File: src/rtl/lcd_spi_pkg.sv
// Shared definitions for the LCD SPI responder: opcodes, byte-level FSM states
// and the RGB565 colours the LCD driver also uses.
package lcd_spi_pkg;

    localparam logic [7:0] CMD_CASET  = 8'h2A;
    localparam logic [7:0] CMD_RASET  = 8'h2B;
    localparam logic [7:0] CMD_RAMWR  = 8'h2C;
    localparam logic [7:0] CMD_RAMWRC = 8'h3C;

    typedef enum logic [2:0] {
        S_IDLE,
        S_CASET,
        S_RASET,
        S_WR_HI,
        S_WR_LO
    } rx_state_e;

    localparam logic [15:0] RGB_BLACK  = 16'h0000;
    localparam logic [15:0] RGB_WHITE  = 16'hFFFF;
    localparam logic [15:0] RGB_RED    = 16'hF800;
    localparam logic [15:0] RGB_GREEN  = 16'h07E0;
    localparam logic [15:0] RGB_BLUE   = 16'h001F;
    localparam logic [15:0] RGB_YELLOW = 16'hFFE0;

    function automatic logic [3:0] idx_inc_sat(input logic [3:0] idx);
        return (idx == 4'hF) ? idx : idx + 4'd1;
    endfunction

endpackage

File: src/rtl/lcd_spi_rx_if.sv
// SPI wires from the LCD driver plus the decoded command/parameter/pixel outputs.
interface lcd_spi_rx_if #(
    parameter int COORD_W = 9
);
    logic               lcd_cs_in;
    logic               lcd_clk_in;
    logic               lcd_data_in;
    logic               lcd_dc_in;

    logic               cmd_valid;
    logic [7:0]         cmd_byte;
    logic               param_valid;
    logic [7:0]         param_byte;
    logic [3:0]         param_idx;
    logic               pix_valid;
    logic [COORD_W-1:0] pix_x;
    logic [COORD_W-1:0] pix_y;
    logic [15:0]        pix_data;
    logic               frame_done;

    modport master (
        output lcd_cs_in, lcd_clk_in, lcd_data_in, lcd_dc_in,
        input  cmd_valid, cmd_byte, param_valid, param_byte, param_idx,
        input  pix_valid, pix_x, pix_y, pix_data, frame_done
    );

    modport slave (
        input  lcd_cs_in, lcd_clk_in, lcd_data_in, lcd_dc_in,
        output cmd_valid, cmd_byte, param_valid, param_byte, param_idx,
        output pix_valid, pix_x, pix_y, pix_data, frame_done
    );
endinterface

File: src/rtl/lcd_spi_byte_rx.sv
// Synchronises the SPI wires into clk_i, detects SCLK rising edges and
// assembles MSB-first bytes framed by chip select.
module lcd_spi_byte_rx #(
    parameter int SYNC_STAGES = 2
) (
    input  logic       clk_i,
    input  logic       rst_n_i,
    input  logic       cs_i,
    input  logic       sclk_i,
    input  logic       mosi_i,
    input  logic       dc_i,
    output logic       byte_rdy_o,
    output logic [7:0] byte_o,
    output logic       dc_o
);
    // Each entry is {cs, sclk, mosi, dc}; all four share one delay so they stay aligned.
    logic [3:0] sync_q [SYNC_STAGES];
    logic       sclk_prev_q;
    logic [6:0] shift_q;
    logic [2:0] cnt_q;
    logic       rdy_q;
    logic [7:0] byte_q;
    logic       dc_q;

    logic cs_s, sclk_s, mosi_s, dc_s, rise;

    assign {cs_s, sclk_s, mosi_s, dc_s} = sync_q[SYNC_STAGES-1];
    assign rise = sclk_s & ~sclk_prev_q;

    always_ff @(posedge clk_i or negedge rst_n_i) begin
        if (!rst_n_i) begin
            for (int i = 0; i < SYNC_STAGES; i++) sync_q[i] <= 4'b1000;
            sclk_prev_q <= 1'b0;
            shift_q     <= '0;
            cnt_q       <= '0;
            rdy_q       <= 1'b0;
            byte_q      <= '0;
            dc_q        <= 1'b0;
        end else begin
            sync_q[0] <= {cs_i, sclk_i, mosi_i, dc_i};
            for (int i = 1; i < SYNC_STAGES; i++) sync_q[i] <= sync_q[i-1];
            sclk_prev_q <= sclk_s;
            rdy_q       <= 1'b0;
            if (cs_s) begin
                cnt_q <= '0;
            end else if (rise) begin
                shift_q <= {shift_q[5:0], mosi_s};
                cnt_q   <= cnt_q + 3'd1;
                if (cnt_q == 3'd7) begin
                    byte_q <= {shift_q, mosi_s};
                    dc_q   <= dc_s;
                    rdy_q  <= 1'b1;
                end
            end
        end
    end

    assign byte_rdy_o = rdy_q;
    assign byte_o     = byte_q;
    assign dc_o       = dc_q;

endmodule

File: src/rtl/lcd_spi_rx.sv
// ST7789-style panel model: decodes commands/parameters, tracks the CASET/RASET
// window and emits one strobe per RGB565 pixel with its coordinate.
module lcd_spi_rx
    import lcd_spi_pkg::*;
#(
    parameter int LCD_W       = 240,
    parameter int LCD_H       = 240,
    parameter int COORD_W     = 9,
    parameter int SYNC_STAGES = 2
) (
    input  logic         clk_in,
    input  logic         rst_n_in,
    lcd_spi_rx_if.slave  bus
);
    localparam logic [15:0] XE_RST = 16'(LCD_W - 1);
    localparam logic [15:0] YE_RST = 16'(LCD_H - 1);

    logic       rx_rdy;
    logic [7:0] rx_byte;
    logic       rx_dc;

    lcd_spi_byte_rx #(.SYNC_STAGES(SYNC_STAGES)) u_byte_rx (
        .clk_i      (clk_in),
        .rst_n_i    (rst_n_in),
        .cs_i       (bus.lcd_cs_in),
        .sclk_i     (bus.lcd_clk_in),
        .mosi_i     (bus.lcd_data_in),
        .dc_i       (bus.lcd_dc_in),
        .byte_rdy_o (rx_rdy),
        .byte_o     (rx_byte),
        .dc_o       (rx_dc)
    );

    rx_state_e          state_q, state_d;
    logic [15:0]        xs_q, xs_d, xe_q, xe_d, ys_q, ys_d, ye_q, ye_d;
    logic [15:0]        x_q, x_d, y_q, y_d;
    logic [7:0]         hi_q, hi_d;
    logic [3:0]         idx_q, idx_d;
    logic               cmd_valid_q, cmd_valid_d;
    logic [7:0]         cmd_byte_q, cmd_byte_d;
    logic               param_valid_q, param_valid_d;
    logic [7:0]         param_byte_q, param_byte_d;
    logic [3:0]         param_idx_q, param_idx_d;
    logic               pix_valid_q, pix_valid_d;
    logic [COORD_W-1:0] pix_x_q, pix_x_d, pix_y_q, pix_y_d;
    logic [15:0]        pix_data_q, pix_data_d;
    logic               frame_done_q, frame_done_d;

    always_ff @(posedge clk_in or negedge rst_n_in) begin
        if (!rst_n_in) begin
            state_q       <= S_IDLE;
            xs_q          <= '0;
            xe_q          <= XE_RST;
            ys_q          <= '0;
            ye_q          <= YE_RST;
            x_q           <= '0;
            y_q           <= '0;
            hi_q          <= '0;
            idx_q         <= '0;
            cmd_valid_q   <= 1'b0;
            cmd_byte_q    <= '0;
            param_valid_q <= 1'b0;
            param_byte_q  <= '0;
            param_idx_q   <= '0;
            pix_valid_q   <= 1'b0;
            pix_x_q       <= '0;
            pix_y_q       <= '0;
            pix_data_q    <= '0;
            frame_done_q  <= 1'b0;
        end else begin
            state_q       <= state_d;
            xs_q          <= xs_d;
            xe_q          <= xe_d;
            ys_q          <= ys_d;
            ye_q          <= ye_d;
            x_q           <= x_d;
            y_q           <= y_d;
            hi_q          <= hi_d;
            idx_q         <= idx_d;
            cmd_valid_q   <= cmd_valid_d;
            cmd_byte_q    <= cmd_byte_d;
            param_valid_q <= param_valid_d;
            param_byte_q  <= param_byte_d;
            param_idx_q   <= param_idx_d;
            pix_valid_q   <= pix_valid_d;
            pix_x_q       <= pix_x_d;
            pix_y_q       <= pix_y_d;
            pix_data_q    <= pix_data_d;
            frame_done_q  <= frame_done_d;
        end
    end

    always_comb begin
        state_d       = state_q;
        xs_d          = xs_q;
        xe_d          = xe_q;
        ys_d          = ys_q;
        ye_d          = ye_q;
        x_d           = x_q;
        y_d           = y_q;
        hi_d          = hi_q;
        idx_d         = idx_q;
        cmd_valid_d   = 1'b0;
        cmd_byte_d    = cmd_byte_q;
        param_valid_d = 1'b0;
        param_byte_d  = param_byte_q;
        param_idx_d   = param_idx_q;
        pix_valid_d   = 1'b0;
        pix_x_d       = pix_x_q;
        pix_y_d       = pix_y_q;
        pix_data_d    = pix_data_q;
        frame_done_d  = 1'b0;

        if (rx_rdy) begin
            if (!rx_dc) begin
                cmd_valid_d = 1'b1;
                cmd_byte_d  = rx_byte;
                idx_d       = '0;
                case (rx_byte)
                    CMD_CASET:  state_d = S_CASET;
                    CMD_RASET:  state_d = S_RASET;
                    CMD_RAMWR: begin
                        state_d = S_WR_HI;
                        x_d     = xs_q;
                        y_d     = ys_q;
                    end
                    CMD_RAMWRC: state_d = S_WR_HI;
                    default:    state_d = S_IDLE;
                endcase
            end else begin
                case (state_q)
                    S_WR_HI: begin
                        hi_d    = rx_byte;
                        state_d = S_WR_LO;
                    end
                    S_WR_LO: begin
                        pix_valid_d = 1'b1;
                        pix_data_d  = {hi_q, rx_byte};
                        pix_x_d     = x_q[COORD_W-1:0];
                        pix_y_d     = y_q[COORD_W-1:0];
                        // Equality (not magnitude) compare lets a window with XS>XE run through the 16-bit wrap.
                        if (x_q == xe_q) begin
                            x_d = xs_q;
                            if (y_q == ye_q) begin
                                y_d          = ys_q;
                                frame_done_d = 1'b1;
                            end else begin
                                y_d = y_q + 16'd1;
                            end
                        end else begin
                            x_d = x_q + 16'd1;
                        end
                        state_d = S_WR_HI;
                    end
                    default: begin
                        param_valid_d = 1'b1;
                        param_byte_d  = rx_byte;
                        param_idx_d   = idx_q;
                        idx_d         = idx_inc_sat(idx_q);
                        if (state_q == S_CASET) begin
                            case (idx_q)
                                4'd0:    xs_d[15:8] = rx_byte;
                                4'd1:    xs_d[7:0]  = rx_byte;
                                4'd2:    xe_d[15:8] = rx_byte;
                                4'd3:    xe_d[7:0]  = rx_byte;
                                default: ;
                            endcase
                        end else if (state_q == S_RASET) begin
                            case (idx_q)
                                4'd0:    ys_d[15:8] = rx_byte;
                                4'd1:    ys_d[7:0]  = rx_byte;
                                4'd2:    ye_d[15:8] = rx_byte;
                                4'd3:    ye_d[7:0]  = rx_byte;
                                default: ;
                            endcase
                        end
                    end
                endcase
            end
        end
    end

    assign bus.cmd_valid   = cmd_valid_q;
    assign bus.cmd_byte    = cmd_byte_q;
    assign bus.param_valid = param_valid_q;
    assign bus.param_byte  = param_byte_q;
    assign bus.param_idx   = param_idx_q;
    assign bus.pix_valid   = pix_valid_q;
    assign bus.pix_x       = pix_x_q;
    assign bus.pix_y       = pix_y_q;
    assign bus.pix_data    = pix_data_q;
    assign bus.frame_done  = frame_done_q;

endmodule
File: src/flat_wrapper.sv
// flat-port wrapper written by rule: the top's interface ports become plain ports
module lcd_spi_rx_flat import lcd_spi_pkg::*;
#(
    parameter int LCD_W       = 240,
    parameter int LCD_H       = 240,
    parameter int COORD_W     = 9,
    parameter int SYNC_STAGES = 2
)
  (clk_in, rst_n_in, bus_lcd_cs_in, bus_lcd_clk_in, bus_lcd_data_in, bus_lcd_dc_in, bus_cmd_valid, bus_cmd_byte, bus_param_valid, bus_param_byte, bus_param_idx, bus_pix_valid, bus_pix_x, bus_pix_y, bus_pix_data, bus_frame_done);
  lcd_spi_rx_if #(.COORD_W(COORD_W)) bus_i ();
  input  logic clk_in;
  input  logic rst_n_in;
  input wire logic [$bits(bus_i.lcd_cs_in)-1:0] bus_lcd_cs_in;
  input wire logic [$bits(bus_i.lcd_clk_in)-1:0] bus_lcd_clk_in;
  input wire logic [$bits(bus_i.lcd_data_in)-1:0] bus_lcd_data_in;
  input wire logic [$bits(bus_i.lcd_dc_in)-1:0] bus_lcd_dc_in;
  output wire logic [$bits(bus_i.cmd_valid)-1:0] bus_cmd_valid;
  output wire logic [$bits(bus_i.cmd_byte)-1:0] bus_cmd_byte;
  output wire logic [$bits(bus_i.param_valid)-1:0] bus_param_valid;
  output wire logic [$bits(bus_i.param_byte)-1:0] bus_param_byte;
  output wire logic [$bits(bus_i.param_idx)-1:0] bus_param_idx;
  output wire logic [$bits(bus_i.pix_valid)-1:0] bus_pix_valid;
  output wire logic [$bits(bus_i.pix_x)-1:0] bus_pix_x;
  output wire logic [$bits(bus_i.pix_y)-1:0] bus_pix_y;
  output wire logic [$bits(bus_i.pix_data)-1:0] bus_pix_data;
  output wire logic [$bits(bus_i.frame_done)-1:0] bus_frame_done;
  assign bus_i.lcd_cs_in = bus_lcd_cs_in;
  assign bus_i.lcd_clk_in = bus_lcd_clk_in;
  assign bus_i.lcd_data_in = bus_lcd_data_in;
  assign bus_i.lcd_dc_in = bus_lcd_dc_in;
  assign bus_cmd_valid = bus_i.cmd_valid;
  assign bus_cmd_byte = bus_i.cmd_byte;
  assign bus_param_valid = bus_i.param_valid;
  assign bus_param_byte = bus_i.param_byte;
  assign bus_param_idx = bus_i.param_idx;
  assign bus_pix_valid = bus_i.pix_valid;
  assign bus_pix_x = bus_i.pix_x;
  assign bus_pix_y = bus_i.pix_y;
  assign bus_pix_data = bus_i.pix_data;
  assign bus_frame_done = bus_i.frame_done;
  lcd_spi_rx #(.LCD_W(LCD_W), .LCD_H(LCD_H), .COORD_W(COORD_W), .SYNC_STAGES(SYNC_STAGES)) u_core (.clk_in(clk_in), .rst_n_in(rst_n_in), .bus(bus_i));
endmodule
File: config.mk
export PLATFORM = sky130hd
export DESIGN_NAME = lcd_spi_rx_flat
export DESIGN_NICKNAME = d
export VERILOG_FILES = /design/src/rtl/lcd_spi_pkg.sv /design/src/rtl/lcd_spi_rx_if.sv /design/src/rtl/lcd_spi_byte_rx.sv /design/src/rtl/lcd_spi_rx.sv /design/src/flat_wrapper.sv
export SDC_FILE = /design/constraint.sdc
export NUM_CORES = 1
export LEC_CHECK = 0
export CORE_ASPECT_RATIO = 1.5
export CORE_UTILIZATION = 46
export DETAILED_ROUTE_END_ITERATION = 6
export GPL_TIMING_DRIVEN = 0
export HOLD_SLACK_MARGIN = 0.08
export PLACE_DENSITY = 0.62
export SLEW_MARGIN = 20
export SYNTH_ARGS = -nofsm -noshare
export SYNTH_HDL_FRONTEND = slang
export SYNTH_HIERARCHICAL = 1
export SYNTH_SLANG_ARGS = --single-unit
File: constraint.sdc
create_clock -name clk_in -period 2.31 [get_ports clk_in]
set_input_delay 0.462 -clock clk_in [delete_from_list [all_inputs] [get_ports clk_in]]
set_output_delay 0.462 -clock clk_in [all_outputs]
set_load 0.01 [all_outputs]
==> results of run 1 <==
-- power groups by stage --
| stage | registers (mW) | logic (mW) | clock network (mW) |
|---|---|---|---|
| finish | 3.56 | 0.148 | 2.90 |
| global placement | 3.63 | 0.135 | 0 |
| CTS | 3.56 | 0.155 | 2.96 |
| detailed placement | 3.63 | 0.154 | 0 |
| global route | 3.57 | 0.170 | 3.11 |
| floorplan | 3.62 | 0.0569 | 0 |
-- flip-flops by register name, summed over array words and instances (netlist names), 7 cells and up --
register                  count
u_core/bus.pix_data          16
u_core/x_q                   16
u_core/xe_q                  16
u_core/xs_q                  16
u_core/y_q                   16
u_core/ye_q                  16
u_core/ys_q                  16
u_core/bus.pix_x              9
u_core/bus.pix_y              9
u_core/bus.cmd_byte           8
u_core/bus.param_byte         8
u_core/hi_q                   8
u_core/u_byte_rx/byte_o       8
u_core/u_byte_rx/shift_q      7
-- metrics by stage --
step                      hold slack, ns  cells  area [um2]
after detailed placement           0.329   1057        9970
after floorplan                    0.166    736        8960
final                              0.351   1092       10700
after global placement             0.335   1055        9910
after CTS                          0.352   1091       10600
after global routing               0.355   1092       10700
-- path summary, 6_finish.rpt --
kind                                                      start                              endpoint  slack [ns]  cells past startpoint
max                           u_core/u_byte_rx/dc_o$_DFFE_PN0P_             u_core/x_q[9]$_DFFE_PN0P_        0.11                      6
min                        u_core/u_byte_rx/sync_q[5]$_DFF_PN0_     u_core/u_byte_rx/mosi_s$_DFF_PN0_        0.35                      0
max reg2reg                   u_core/u_byte_rx/dc_o$_DFFE_PN0P_             u_core/x_q[9]$_DFFE_PN0P_        0.11                      6
min reg2reg                u_core/u_byte_rx/sync_q[5]$_DFF_PN0_     u_core/u_byte_rx/mosi_s$_DFF_PN0_        0.35                      0
max in group asynchronous                              rst_n_in            u_core/xe_q[5]$_DFFE_PN1P_        0.71                      4
min in group asynchronous                              rst_n_in  u_core/bus.param_byte[4]$_DFFE_PN0P_        0.46                      2
-- cells by family after synthesis --
family | after synthesis | synth area share (%)
fa+ha+maj | 8 | 1.12
compound gates | 82 | 6.49
xor+xnor | 42 | 4.11
buf+inv | 59 | 2.97
flops | 198 | 55.5
mux | 139 | 17.1
simple gates | 208 | 12.7
-- synth_stat cells (all sizes together) (2+ instances only) --
library cell / number / share of area, %
clkbuf: 24 / 1.0
or3: 2 / 0.14
nor2: 15 / 0.74
nor3b: 5 / 0.66
and4: 2 / 0.20
mux2: 115 / 14
a22o: 2 / 0.20
nor4: 12 / 0.84
a31oi: 4 / 0.28
ha: 8 / 1.1
nand3: 34 / 2.7
mux2i: 24 / 2.7
xor2: 21 / 2.1
nor4b: 2 / 0.36
a22oi: 3 / 0.25
nand4: 14 / 0.98
buf: 17 / 1.2
and3: 5 / 0.35
inv: 16 / 0.67
dfrtp: 182 / 51
o21ai: 23 / 1.3
o22ai: 3 / 0.21
o2bb2ai: 2 / 0.20
a2bb2oi: 15 / 1.5
a211oi: 14 / 1.2
clkinv: 2 / 0.084
nand4b: 2 / 0.36
dfstp: 16 / 4.7
xnor2: 21 / 2.1
nor3: 4 / 0.22
nand2: 103 / 4.3
a21oi: 10 / 0.56
-- cell type report --
class	count	area [um2]	area share, %
Buffer	39	203	1.90
Clock buffer	17	425	3.99
Clock inverter	15	154	1.45
Inverter	18	67.6	0.634
Multi-Input combinational cell	479	3770	35.4
Sequential cell	198	4980	46.7
Tap cell	256	320	3.01
Timing Repair Buffer	70	731	6.86
-- repair_timing --
| action | in CTS | in global routing |
|---|---|---|
| hold endpoints to repair | 28 | 0 |
| gates resized for setup | 4 | 21 |
| endpoints found under the setup margin | 27 | 72 |
| buffers inserted | 2 | 2 |
| hold buffers | 1 | 0 |
| pin swaps | 2 | 2 |
| gates cloned | 0 | 0 |
-- per-layer routing --
layer / vias to the layer above / wire, um / share of wire, % / global-route usage, %
met1: 3067 / 8860 / 43 / 28.7
met2: 115 / 10900 / 53 / 38.3
met3: 25 / 595 / 2.9 / 3.89
li1: 2776 / - / - / -
met5: - / 0 / 0 / 0
met4: 0 / 397 / 1.9 / 6.84
==> metrics, run 1 <==
initial antenna violation count=0; Top FF cell, synth=dfrtp_1; clk buf depth=2; Final Skew=0.0114 ns; clk sinks=198; asr flop ratio synth=100%; Worst VDD drop=0.000544 V; CP peak stage delay=0.46 ns; Post-DP HPWL=14800 um; CP required=2.63 ns; Hold Crit Class=flop to flop; initial drt markers=242; Power Total=6.61 mW; Yosys cell types=59; CTS tree=done; number of global-route vias before repair=6094; Switching Fraction=23.7%; Internal Power=5.04 mW; critical path's slowest cell=dfrtp_1; synth warn=6; layout net count=837; Seq/Total Area, Yosys=55.5%; CP top delay family=buffers and inverters; Die Span Y=173 um; Clk pin slew, worst setup/hold paths=0.07 ns; final worst slack=0.112 ns; H-Tree Depth=4; pwr dens=620 nW/um2; Worst Path Arrival=2.51 ns; CP Max Fanout=10; first-pass GRT wire length=33900 um; Syn Nets=750; Fillers=1666; Port Buffer Count=63; #FFs+latches synth=198; final setup vio count=0; crit path cell chain=buf_2 -> a21oi_1 -> clkbuf_1 -> nor2_2 -> nand2_2 -> mux2_2; final RePlAce weighted congestion=0.840; Seq pwr share=53.9%; Initial Utilization=47.0%; Leakage=4.97 nW; CP Launch Type=flop; final setup TNS=0 ns; period utilisation layout=95.1%; DRC violations left=0; post-layout min period=2.20 ns; max-cap violation count=0; Syn Area/Cell=12.2 um2; pre-CTS setup slack=-0.0929 ns; part of the power in combinational logic=2.2%; share of layout cells above drive strength 1=26.2%; max frequency=455 MHz; n_diodes=0; Core Util, Final=55.8%; CP Buf/Inv Count=2; CP Class=flop to flop; synthesized netlist cell count=736; die width=116 um; Cell Area, Synth=8960 um2; Vias=5983; NetSw=1.56 mW; final hold vios=0; Antenna Violating Nets Remaining=0; Die ar.=20100 um2; outcome=finished clean; core area=19100 um2; Pre-antenna DRT Iters=5; number of flops mapped to enable cells by yosys=0; largest net degree at the start of global routing=87; crit end category=flop; CTS Root Cell=clkbuf_16; Clock Power Share=43.8%; Clk Latency, worst-skew pair=0.43 ns; RSZ-0062 raised after global routing=yes; Slew headroom=39.8%; Syn-to-layout area delta=18.8%; Worst Max-Slew Pin Slew=0.903 ns; drt wl/cell=19.0 um; grt ovf=0; Routed WL=20800 um; most frequent cells in the layout=180 x dfrtp_1, 115 x mux2_2, 102 x nand2_1; most common cell after layout, fill and taps aside=dfrtp_1; Slew Limit Fails=0; Tot GR Track Use=22.4%; total CTS buffers=17; I/O pins=64; row cnt=62; vias per cell=5.48
Power figures use the tool's default switching activity.
==> run 2: changes to the inputs <==
--- a/config.mk
+++ b/config.mk
@@ -6,12 +6,12 @@
 export NUM_CORES = 1
 export LEC_CHECK = 0
 export CORE_ASPECT_RATIO = 1.5
-export CORE_UTILIZATION = 46
+export CORE_UTILIZATION = 37
 export DETAILED_ROUTE_END_ITERATION = 6
 export GPL_TIMING_DRIVEN = 0
 export HOLD_SLACK_MARGIN = 0.08
-export PLACE_DENSITY = 0.62
-export SLEW_MARGIN = 20
+export PLACE_DENSITY = 0.51
+export SLEW_MARGIN = 15
 export SYNTH_ARGS = -nofsm -noshare
 export SYNTH_HDL_FRONTEND = slang
 export SYNTH_HIERARCHICAL = 1
==> metrics, run 2 (synthesis gave the netlist of run 1 again) <==
CP Class=flop to flop; Reg2Reg Depth=7; final RePlAce weighted congestion=0.842; register-to-register setup slack=0.08 ns; most common cell after layout, fill and taps aside=dfrtp_1; Pre-antenna DRT Iters=5; Multi-input gate area=3780 um2; Routed WL=21900 um; Worst Max-Slew Pin Slew=0.943 ns; row cnt=69; Hold EP=u_core/u_byte_rx/mosi_s$_DFF_PN0_; Leakage=4.96 nW; final setup TNS=0 ns; vias per cell=5.16; Tot GR Track Use=18.9%; max-cap violation count=0; clk buf depth=2; H-Tree Depth=4; CP required=2.67 ns; Worst Path Arrival=2.59 ns; drt wl/cell=18.9 um; Setup crit start=u_core/x_q[4]$_DFFE_PN0P_; Post-DP HPWL=15600 um; CTS tree=done; met1 Usage GRT=22.8%; Slew headroom=37.2%; CP Max Fanout=10; final setup vio count=0; Port Buffer Count=63; Die ar.=24900 um2; register area=4980 um2; critical path's slowest cell=dfrtp_1; final hold vios=0; Fillers=2205; Hold Crit Class=flop to flop; die width=129 um; largest net degree at the start of global routing=88; grt ovf=0; Initial Utilization=37.7%; Clk pin slew, worst setup/hold paths=0.07 ns; Die Span Y=193 um; Clk Latency, worst-skew pair=0.44 ns; n_diodes=0; core area=23700 um2; grt peak-use layer=met2; Slew Limit Fails=0; met3 usage=3.19%; Vias=5970; CTS Root Cell=clkbuf_16; Power Total=6.58 mW; number of global-route vias before repair=6190; share of layout cells above drive strength 1=26.1%; Worst VDD drop=0.000466 V; Final Skew=0.0151 ns; RSZ-0062 raised after global routing=yes; CP Launch Type=flop; Antenna Violating Nets Remaining=0; Syn-to-layout area delta=19.9%; max frequency=449 MHz; Hold Crit Start=u_core/u_byte_rx/sync_q[5]$_DFF_PN0_; crit path cell chain=xnor2_1 -> nand4_1 -> o41a_1 -> buf_4 -> buf_2 -> a211oi_2 -> a2bb2oi_1; CP peak stage delay=0.48 ns; worst reg2reg path startpoint=u_core/x_q[4]$_DFFE_PN0P_; initial antenna violation count=0; period utilisation layout=96.4%; clk sinks=198; hold path cells=0; post-layout min period=2.23 ns; initial drt markers=375; layout net count=839; outcome=finished clean; first-pass GRT wire length=34700 um; total CTS buffers=17; I/O pins=64; RR Endpoint=u_core/y_q[15]$_DFFE_PN0P_; pwr dens=613 nW/um2; most frequent cells in the layout=181 x dfrtp_1, 115 x mux2_2, 102 x nand2_1; met2 GRT Util=33.5%; crit end category=flop; DRC violations left=0
-- run 2: stage by stage --
stage               hold WS, ns  util [%]  area (um2)  worst slack, ns  cells
floorplan                 0.166         -        8960            0.290    736
global placement          0.336      42.1        9990            -7.33   1118
detailed placement        0.321      42.3       10100           -0.137   1120
CTS                       0.349      45.0       10700           0.0252   1155
global route              0.366      45.3       10700          -0.0453   1157
finish                    0.349      45.3       10700           0.0831   1157
-- run 2: cell type report --
| cell class | count | area share, % |
|---|---|---|
| tap | 319 | 3.71 |
| clock buffer | 20 | 4.16 |
| clock inverter | 12 | 1.12 |
| sequential | 198 | 46.3 |
| inverter | 18 | 0.629 |
| timing repair buffer | 72 | 6.94 |
| buffer | 39 | 1.91 |
| multi-input combinational | 479 | 35.2 |
-- run 2: worst max-delay path, delay by kind of cell, from the launching register on --
| kind | cells | cell delay, ns |
|---|---|---|
| flops | 1 | 0.48 |
| simple gates | 1 | 0.28 |
| compound gates | 3 | 0.79 |
| buf+inv | 2 | 0.41 |
| xor+xnor | 1 | 0.19 |
-- run 2: how the worst max path moves through the flow --
stage / endpoint / slack, ns
after floorplan: u_core/y_q[1]$_DFFE_PN0P_ / 0.29
after global placement: u_core/xs_q[3]$_DFFE_PN0P_ / -7.33
after detailed placement: u_core/y_q[14]$_DFFE_PN0P_ / -0.14
after CTS: u_core/y_q[15]$_DFFE_PN0P_ / 0.03
after global routing: u_core/y_q[14]$_DFFE_PN0P_ / -0.05
final: u_core/y_q[15]$_DFFE_PN0P_ / 0.08
-- run 2: layer usage --
layer	vias to the layer above	routed length [um]
li1	2802	-
met1	3032	9240
met2	111	11500
met3	25	647
met4	0	496
met5	-	0
-- run 2: timing repair --
action                     in CTS  in global routing
pin swaps                       2                  5
setup endpoints to repair      35                 61
resized for setup               7                 20
buffers inserted                3                  3
hold endpoints to repair       26                  0
hold buffers                    1                  0
-- run 2: power breakdown --
part / leakage (nW) / internal (mW) / switching [mW] / total (mW)
clock network: 0.272 / 1.53 / 1.34 / 2.87
registers: 2.68 / 3.53 / 0.0379 / 3.57
logic: 2.01 / 0.0633 / 0.0861 / 0.149
==> run 3: changes to the inputs <==
--- a/config.mk
+++ b/config.mk
@@ -5,12 +5,14 @@
 export SDC_FILE = /design/constraint.sdc
 export NUM_CORES = 1
 export LEC_CHECK = 0
+export ABC_CLOCK_PERIOD_IN_PS = 2310
 export CORE_ASPECT_RATIO = 1.5
 export CORE_UTILIZATION = 37
 export DETAILED_ROUTE_END_ITERATION = 6
 export GPL_TIMING_DRIVEN = 0
 export HOLD_SLACK_MARGIN = 0.08
 export PLACE_DENSITY = 0.51
+export REMOVE_ABC_BUFFERS = 1
 export SLEW_MARGIN = 15
 export SYNTH_ARGS = -nofsm -noshare
 export SYNTH_HDL_FRONTEND = slang
==> metrics, run 3 (synthesis gave the netlist of run 1 again) <==
Hold Crit Start=u_core/u_byte_rx/sync_q[6]$_DFF_PN0_; clk sinks=198; clk buf depth=2; Die Span Y=193 um; Fillers=2167; row cnt=69; most common cell after layout, fill and taps aside=dfrtp_1; vias per cell=5.19; drt wl/cell=18.7 um; pwr dens=609 nW/um2; Initial Utilization=37.7%; Worst Max-Slew Pin Slew=0.804 ns; dpl cells=1080; CP required=2.64 ns; Slew headroom=46.0%; initial drt markers=367; period utilisation layout=95.2%; critical path's slowest cell=o41a_4; Syn-to-layout area delta=20.1%; final setup vio count=0; core area=23700 um2; CP Buf/Inv Count=1; Final Skew=0.0116 ns; Worst Path Arrival=2.53 ns; layout net count=811; share of layout cells above drive strength 1=28.9%; Antenna Violating Nets Remaining=0; grt ovf=0; CP Class=flop to flop; Layout Cells excl Fill=1129; Slew Limit Fails=0; worst reg2reg path startpoint=u_core/x_q[6]$_DFFE_PN0P_; Pre-antenna DRT Iters=6; RR Endpoint=u_core/y_q[1]$_DFFE_PN0P_; Hold EP=u_core/u_byte_rx/sclk_s$_DFF_PN0_; CTS Root Cell=clkbuf_16; Clk Latency, worst-skew pair=0.44 ns; CP top delay family=compound AO/OA/AOI/OAI gates; Routed WL=21100 um; hold path cells=0; number of global-route vias before repair=6120; I/O pins=64; DRC violations left=0; post-layout min period=2.20 ns; crit end category=flop; initial antenna violation count=0; Crit path depth=6; Tot GR Track Use=18.1%; Worst VDD drop=0.000479 V; largest net degree at the start of global routing=105; max frequency=455 MHz; Leakage=4.92 nW; H-Tree Depth=4; outcome=finished clean; most frequent cells in the layout=168 x dfrtp_1, 115 x mux2_2, 102 x nand2_1; Post-DP HPWL=13400 um; Port Buffer Count=63; CP peak stage delay=0.58 ns; Vias=5864; final hold vios=0; CTS tree=done; Die ar.=24900 um2; Reg2Reg Depth=6; RSZ-0062 raised after global routing=no; Hold Crit Class=flop to flop; final RePlAce weighted congestion=0.840; die width=129 um; n_diodes=0; first-pass GRT wire length=33600 um; CP Launch Type=flop; crit path cell chain=xnor2_1 -> nand4_1 -> buf_4 -> o41a_4 -> nor2_4 -> mux2_2; Core Util, Final=45.3%; register-to-register setup slack=0.11 ns; CP Max Fanout=14; Clk pin slew, worst setup/hold paths=0.08 ns; max-cap violation count=0; total CTS buffers=17
-- run 3: changes by cell type in the layout (fill, tap and decap cells not counted), moves of 5 or more --
cell,before,now
buf_4,8,15
dfrtp_2,1,9
clkbuf_1,18,0
dfrtp_1,181,168
dfrtp_4,0,5
buf_2,7,0
-- run 3: how the worst max path moves through the flow --
| stage | startpoint | to |
|---|---|---|
| 2_1_floorplan | u_core/ye_q[7]$_DFFE_PN1P_ | u_core/y_q[1]$_DFFE_PN0P_ |
| 3_3_place_gp | rst_n_in | u_core/bus.pix_y[6]$_DFFE_PN0P_ |
| 3_5_place_dp | u_core/u_byte_rx/byte_o[1]$_DFFE_PN0P_ | u_core/y_q[1]$_DFFE_PN0P_ |
| 4_1_cts | u_core/y_q[5]$_DFFE_PN0P_ | u_core/y_q[1]$_DFFE_PN0P_ |
| 5_1_grt | u_core/x_q[6]$_DFFE_PN0P_ | u_core/y_q[15]$_DFFE_PN0P_ |
| 6_report | u_core/x_q[6]$_DFFE_PN0P_ | u_core/y_q[1]$_DFFE_PN0P_ |
-- run 3: layout make-up --
type / count / area (um2) / area share (%)
multi-input cells: 480 / 3900 / 36.2
clock buffers: 17 / 425 / 3.95
repair buffers: 82 / 833 / 7.74
inverters: 18 / 67.6 / 0.628
clock inverters: 15 / 134 / 1.24
flip-flops and latches: 198 / 5000 / 46.5
well taps: 319 / 399 / 3.71
-- run 3: where the power goes --
part	internal, mW	switching, mW	total, mW
logic	0.0570	0.0854	0.142
registers	3.53	0.0361	3.56
clock network	1.42	1.42	2.85
total	5.01	1.55	6.55
-- run 3: what timing repair did --
action,in CTS,in global routing
setup buffers,6,9
endpoints found under the setup margin,96,86
cloned,1,0
pin swaps,11,4
gates resized for setup,38,5
hold buffers,1,0
endpoints found under the hold margin,22,0
-- run 3: routing by layer --
metal,GRT usage [%],up-vias,wire length [um]
li1,-,2729,-
met1,21.8,3013,8850
met2,31.5,94,11300
met3,3.24,28,520
met4,7.60,0,371
met5,0,-,0
-- run 3: through the flow --
| step | power (mW) | setup slack [ns] | hold WS [ns] | TNS (ns) | cell area (um2) |
|---|---|---|---|---|---|
| after floorplan | 3.67 | -1.11 | 0.166 | -13.36 | 8760 |
| after global placement | 3.77 | -7.39 | 0.334 | -1496.79 | 9790 |
| after detailed placement | 3.78 | -1.25 | 0.335 | -39.49 | 9900 |
| after CTS | 6.64 | -0.0427 | 0.353 | -0.0427 | 10700 |
| after global routing | 6.81 | 0.00124 | 0.362 | 0 | 10800 |
| final | 6.55 | 0.111 | 0.352 | 0 | 10800 |
-- run 3: worst reg2reg max path, cell delays in order, from the launching register on --
cell	delay, ns
dfrtp_1	0.45
xnor2_1	0.24
nand4_1	0.13
buf_4	0.18
o41a_4	0.58
nor2_4	0.18
mux2_2	0.34
